`src/rtl/rot_pkg.sv`:
```
// rtl/rot_pkg.sv - shared phase encodings, FSM states and quadrature step decode
package rot_pkg;

  // Phase encodings {A, B}; clockwise order is 00 -> 10 -> 11 -> 01 -> 00
  typedef enum logic [1:0] {
    AB_00 = 2'b00,
    AB_10 = 2'b10,
    AB_11 = 2'b11,
    AB_01 = 2'b01
  } ab_t;

  typedef enum logic {
    INIT  = 1'b0,
    TRACK = 1'b1
  } rot_state_t;

  typedef logic signed [1:0] step_t;

  localparam step_t STEP_NONE = 2'sb00;
  localparam step_t STEP_CW   = 2'sb01;
  localparam step_t STEP_CCW  = 2'sb11;

  // Both phases flipping at once skips a quadrature state, so direction is unknown
  function automatic logic ab_illegal(input logic [1:0] prev_ab, input logic [1:0] cur_ab);
    return (prev_ab ^ cur_ab) == 2'b11;
  endfunction

  // Single-bit transitions map to +1 (clockwise) or -1 (counter-clockwise)
  function automatic step_t ab_step(input logic [1:0] prev_ab, input logic [1:0] cur_ab);
    step_t step;
    case ({prev_ab, cur_ab})
      {AB_00, AB_10}, {AB_10, AB_11}, {AB_11, AB_01}, {AB_01, AB_00}: step = STEP_CW;
      {AB_10, AB_00}, {AB_11, AB_10}, {AB_01, AB_11}, {AB_00, AB_01}: step = STEP_CCW;
      default: step = STEP_NONE;
    endcase
    return step;
  endfunction

endpackage

```
`src/rtl/rot_phase_filter.sv`:
```
// rtl/rot_phase_filter.sv - 2-FF synchroniser plus stability filter for one encoder phase
module rot_phase_filter #(
  parameter int FILTER_CYCLES = 1000
) (
  input  logic clk,
  input  logic reset,
  input  logic pin_i,
  output logic filt_o
);

  localparam int              CNT_W    = $clog2(FILTER_CYCLES);
  localparam logic [CNT_W-1:0] CNT_LAST = CNT_W'(FILTER_CYCLES - 1);

  logic             sync1_q;
  logic             sync2_q;
  logic             filt_q;
  logic             filt_d;
  logic [CNT_W-1:0] cnt_q;
  logic [CNT_W-1:0] cnt_d;

  // Two-stage synchroniser; idles high to match the pulled-up encoder pins
  always_ff @(posedge clk) begin
    if (reset) begin
      sync1_q <= 1'b1;
      sync2_q <= 1'b1;
    end else begin
      sync1_q <= pin_i;
      sync2_q <= sync1_q;
    end
  end

  // Count consecutive mismatches; adopt the new level only after FILTER_CYCLES of them
  always_comb begin
    filt_d = filt_q;
    cnt_d  = '0;
    if (sync2_q != filt_q) begin
      if (cnt_q == CNT_LAST) begin
        filt_d = sync2_q;
      end else begin
        cnt_d = cnt_q + CNT_W'(1);
      end
    end
  end

  // Filtered level and mismatch counter
  always_ff @(posedge clk) begin
    if (reset) begin
      filt_q <= 1'b1;
      cnt_q  <= '0;
    end else begin
      filt_q <= filt_d;
      cnt_q  <= cnt_d;
    end
  end

  assign filt_o = filt_q;

endmodule

```
`src/rtl/rotary_quad_decoder.sv`:
```
// rtl/rotary_quad_decoder.sv - debounced quadrature decoder, one pulse per detent; ROT_ERR_DETECT_EN enables rot_err
module rotary_quad_decoder #(
  parameter int FILTER_CYCLES   = 1000,
  parameter int STEPS_PER_EVENT = 4,
  parameter int ACC_W           = 4
) (
  input  logic clk,
  input  logic reset,
  input  logic rot_a,
  input  logic rot_b,
  output logic rot_event,
  output logic rot_right,
  output logic rot_err
);

  import rot_pkg::*;

  localparam int                      INIT_W     = $clog2(FILTER_CYCLES + 3);
  localparam logic [INIT_W-1:0]       INIT_LAST  = INIT_W'(FILTER_CYCLES + 2);
  localparam logic signed [ACC_W-1:0] THRESH_POS = ACC_W'(STEPS_PER_EVENT);
  localparam logic signed [ACC_W-1:0] THRESH_NEG = ACC_W'(-STEPS_PER_EVENT);

  logic                    filt_a;
  logic                    filt_b;
  logic [1:0]              ab;
  step_t                   step;
  logic                    illegal;
  logic signed [ACC_W-1:0] acc_sum;

  rot_state_t              state_q;
  logic [INIT_W-1:0]       init_cnt_q;
  logic [1:0]              prev_ab_q;
  logic signed [ACC_W-1:0] acc_q;
  logic                    rot_event_q;
  logic                    rot_right_q;

  rot_phase_filter #(.FILTER_CYCLES(FILTER_CYCLES)) u_filt_a (
    .clk    (clk),
    .reset  (reset),
    .pin_i  (rot_a),
    .filt_o (filt_a)
  );

  rot_phase_filter #(.FILTER_CYCLES(FILTER_CYCLES)) u_filt_b (
    .clk    (clk),
    .reset  (reset),
    .pin_i  (rot_b),
    .filt_o (filt_b)
  );

  assign ab      = {filt_a, filt_b};
  assign step    = ab_step(prev_ab_q, ab);
  assign illegal = ab_illegal(prev_ab_q, ab);
  assign acc_sum = acc_q + ACC_W'(step);

`ifdef ROT_ERR_DETECT_EN
  logic rot_err_q;
`endif

  // INIT lets the filters settle after reset; TRACK accumulates steps and fires detent events
  always_ff @(posedge clk) begin
    if (reset) begin
      state_q     <= INIT;
      init_cnt_q  <= '0;
      prev_ab_q   <= AB_11;
      acc_q       <= '0;
      rot_event_q <= 1'b0;
      rot_right_q <= 1'b0;
`ifdef ROT_ERR_DETECT_EN
      rot_err_q   <= 1'b0;
`endif
    end else begin
      rot_event_q <= 1'b0;
`ifdef ROT_ERR_DETECT_EN
      rot_err_q   <= 1'b0;
`endif
      case (state_q)
        INIT: begin
          if (init_cnt_q == INIT_LAST) begin
            prev_ab_q <= ab;
            state_q   <= TRACK;
          end else begin
            init_cnt_q <= init_cnt_q + INIT_W'(1);
          end
        end
        TRACK: begin
          prev_ab_q <= ab;
          if (illegal) begin
            acc_q <= '0;
`ifdef ROT_ERR_DETECT_EN
            rot_err_q <= 1'b1;
`endif
          end else if (acc_sum == THRESH_POS) begin
            acc_q       <= '0;
            rot_event_q <= 1'b1;
            rot_right_q <= 1'b1;
          end else if (acc_sum == THRESH_NEG) begin
            acc_q       <= '0;
            rot_event_q <= 1'b1;
            rot_right_q <= 1'b0;
          end else begin
            acc_q <= acc_sum;
          end
        end
        default: state_q <= INIT;
      endcase
    end
  end

  assign rot_event = rot_event_q;
  assign rot_right = rot_right_q;

`ifdef ROT_ERR_DETECT_EN
  assign rot_err = rot_err_q;
`else
  assign rot_err = 1'b0;
`endif

endmodule

```
`config.mk`:
```
export PLATFORM = sky130hd
export DESIGN_NAME = rotary_quad_decoder
export DESIGN_NICKNAME = d
export VERILOG_FILES = /design/src/rtl/rot_pkg.sv /design/src/rtl/rot_phase_filter.sv /design/src/rtl/rotary_quad_decoder.sv
export SDC_FILE = /design/constraint.sdc
export NUM_CORES = 1
export LEC_CHECK = 0
export ABC_AREA = 1
export BUFFER_PORTS_ARGS = -buffer_cell sky130_fd_sc_hd__buf_2
export CAP_MARGIN = 15
export CORE_MARGIN = 2
export CORE_UTILIZATION = 23
export CTS_CLUSTER_SIZE = 8
export DETAILED_ROUTE_END_ITERATION = 8
export PLACE_DENSITY = 0.46
export SLEW_MARGIN = 20
export SYNTH_ARGS = -nofsm -noshare
export SYNTH_HDL_FRONTEND = slang
export SYNTH_SLANG_ARGS = --single-unit
```
`constraint.sdc`:
```
create_clock -name clk -period 4.35 [get_ports clk]
set_input_delay 0.87 -clock clk [delete_from_list [all_inputs] [get_ports clk]]
set_output_delay 0.87 -clock clk [all_outputs]
set_load 0.01 [all_outputs]
```
==> flow_summary.json <==
{
  "outcome": "completed",
  "max_cap_viol_count": 0,
  "power.leakage_nw": 0.9912,
  "final_common_cell": "nand2_1",
  "hold_slack_ns": 0.4138,
  "clock_latency_ns": 0.30,
  "finalClockSkew_ns": 0.003714,
  "dp_hpwl_mm": 2.876,
  "routabilityCongestion": 0.7803,
  "drc": 0,
  "busiest_layer": "met2",
  "holdBufCountCts": 0,
  "ys_seq_area_frac": 0.4020,
  "p_comb_frac": 0.025,
  "start_util": 0.2336,
  "critPathKind": "reg2reg",
  "end_kind": "flip-flop",
  "hold_path.class": "reg2reg",
  "clock_sinks": 45,
  "drt-wirelength-per-cell_um": 8.989,
  "syn-instance-count": 303,
  "io_pins": 7,
  "cp_max_fo": 6,
  "slew_viol_final": 0,
  "critPathLaunchType": "flip-flop",
  "cts.reportedPaths.clkPinSlew_ns": 0.09,
  "layout_common_cells": "75 x nand2_1, 45 x dfxtp_1, 38 x nor2_1",
  "antennaDiodeCount": 0,
  "root_buffer": "clkbuf_8",
  "die_h_um": 102.7,
  "finalNetCount": 326,
  "power_density_mw_per_mm2": 301.9,
  "switching_share": 0.2130,
  "drt_first_pass_iters": 5,
  "setup_ws_ns": 1.791,
  "cp.required_ns": 4.58,
  "switching_power_w": 0.0001611,
  "postCtsSetupRepairBufs": 0,
  "core_area_mm2": 0.009594,
  "cts_made_buffers": 5,
  "final-setup-viol-count": 0,
  "grt_usage": 0.08254,
  "postSynthNetCount": 319,
  "fin_crit_sh": 0.5882,
  "synth_cell_types": 29,
  "antenna_found_initial": 0,
  "r2r_slack_ns": 1.79,
  "seqPwrFrac": 0.556,
  "use_met3": 0.02237,
  "internal-power_w": 0.0005953,
  "use_met2": 0.1317,
  "synth_area_mm2": 0.002241,
  "synthToLayoutAreaGrowth_pct": 11.78,
  "layout_min_cycle_time_ns": 2.559,
  "use_met1": 0.1084,
  "die_width_um": 102.7,
  "fmax_ghz": 0.3908,
  "dieArea_mm2": 0.01055,
  "syn-mean-instance-area_um2": 7.396,
  "pre_cts_slack_ns": 1.810,
  "num_rows": 36,
  "drive_gt1_frac": 0.09325,
  "vias_per_cell": 3.962,
  "wl_mm": 3.991,
  "cp.arrival_ns": 2.79,
  "setup-tns-final_ns": 0,
  "ant_nets": 0,
  "grt_pass1_wl_mm": 7.058,
  "grt_max_degree": 23,
  "cts_tree": "yes",
  "hold_viol_final": 0,
  "yosysWarnings": 0,
  "finalPower_w": 0.0007563,
  "cts_resized": 0,
  "grt-ovfl-total": 0,
  "vdd_drop_max_uv": 132.1,
  "p_clk_frac": 0.420,
  "via_count": 1759,
  "io_buffers": 5,
  "cts.path.max_buffers": 2,
  "rsz0062_at_grt": "false",
  "htree_levels": 2,
  "drt_iter0_drc": 49,
  "first_global_vias": 1648,
  "synth_seq_cells": 45
}
[cell families after synthesis]
family                     share of synthesized area
AOI/OAI and AO/OA                            0.08933
xor gates and xnor gates                     0.06253
adders and majority gates                    0.07035
buffers and inverters                        0.07928
DFF                                           0.4020
other                                       0.001673
and+or+nand+nor                               0.2948
[cells in the mapped netlist (all sizes together)]
cell type,number,area [um^2]
nand2,76,287.8
dfxtp,45,900.9
nor2,38,142.6
inv,37,138.9
a21oi,22,128.9
nand3,18,95.09
ha,11,137.6
nor3,10,60.06
xor2,10,87.58
o21ai,7,35.03
xnor2,6,52.55
nand4,5,31.28
or2,5,31.28
buf,4,35.02
o211ai,3,27.52
and2,1,6.260
clkbuf,1,3.750
conb,1,3.750
fa,1,20.02
nor4,1,6.260
o2111ai,1,8.760
[stage by stage]
step                  util  std cells  instance area, um^2
floorplan                -        303                 2241
detailed placement  0.2495        436                 2394
finish              0.2611        444                 2505
global placement    0.2495        436                 2394
global route        0.2611        444                 2505
CTS                 0.2611        444                 2505
[layout make-up]
type / count / area [um^2]
Sequential cell: 45 / 900.9
Inverter: 37 / 138.9
Tap cell: 133 / 166.4
Fill cell: 1062 / 7089
Clock buffer: 6 / 72.57
Multi-Input combinational cell: 216 / 1162
Timing Repair Buffer: 5 / 25.02
Clock inverter: 2 / 38.79
[sequential cells by signal, indices dropped and copies added, names as in the netlist]
name and cells:
u_filt_a.sync1_q 1, prev_ab_q 2, acc_q 4, rot_event 1, u_filt_b.sync2_q 1, rot_right 1
u_filt_a.sync2_q 1, init_cnt_q 10, u_filt_a.filt_o 1, u_filt_b.filt_o 1, u_filt_b.sync1_q 1, u_filt_a.cnt_q 10
state_q 1, u_filt_b.cnt_q 10
[final timing paths]
| path | startpoint | end | depth (start not counted) |
|---|---|---|---|
| worst max-delay path | u_filt_a.filt_o | rot_right | 13 |
| worst min-delay path | u_filt_b.sync1_q | u_filt_b.sync2_q | 1 |
| worst max register to register | u_filt_a.filt_o | rot_right | 13 |
| worst min register to register | u_filt_b.sync1_q | u_filt_b.sync2_q | 1 |
[power groups by stage]
stage	combinational [W]	clock (W)	sequential (W)
final	0.0000187	0.000317	0.000420
after floorplan	0.0000149	0	0.000429
after global placement	0.0000189	0	0.000430
after detailed placement	0.0000193	0	0.000430
after CTS	0.0000193	0.000335	0.000421
after global routing	0.0000218	0.000348	0.000422
[critical path, cell delays in order (launching register included)]
cell     delay (ns)
dfxtp_1        0.43
inv_1          0.14
ha_1           0.33
xnor2_1        0.13
xor2_1         0.14
inv_1          0.06
ha_1           0.16
inv_1          0.06
fa_1           0.37
xnor2_1        0.21
nand2_1        0.12
nor2_1         0.14
o21ai_0        0.09
a21oi_1        0.11
[metal layers]
| layer | up-vias | wire length, um |
|---|---|---|
| met5 | - | 0 |
| met4 | 0 | 46 |
| met3 | 5 | 104 |
| met2 | 18 | 1722 |
| met1 | 765 | 2117 |
| li1 | 971 | - |
Power figures use the tool's default switching activity.
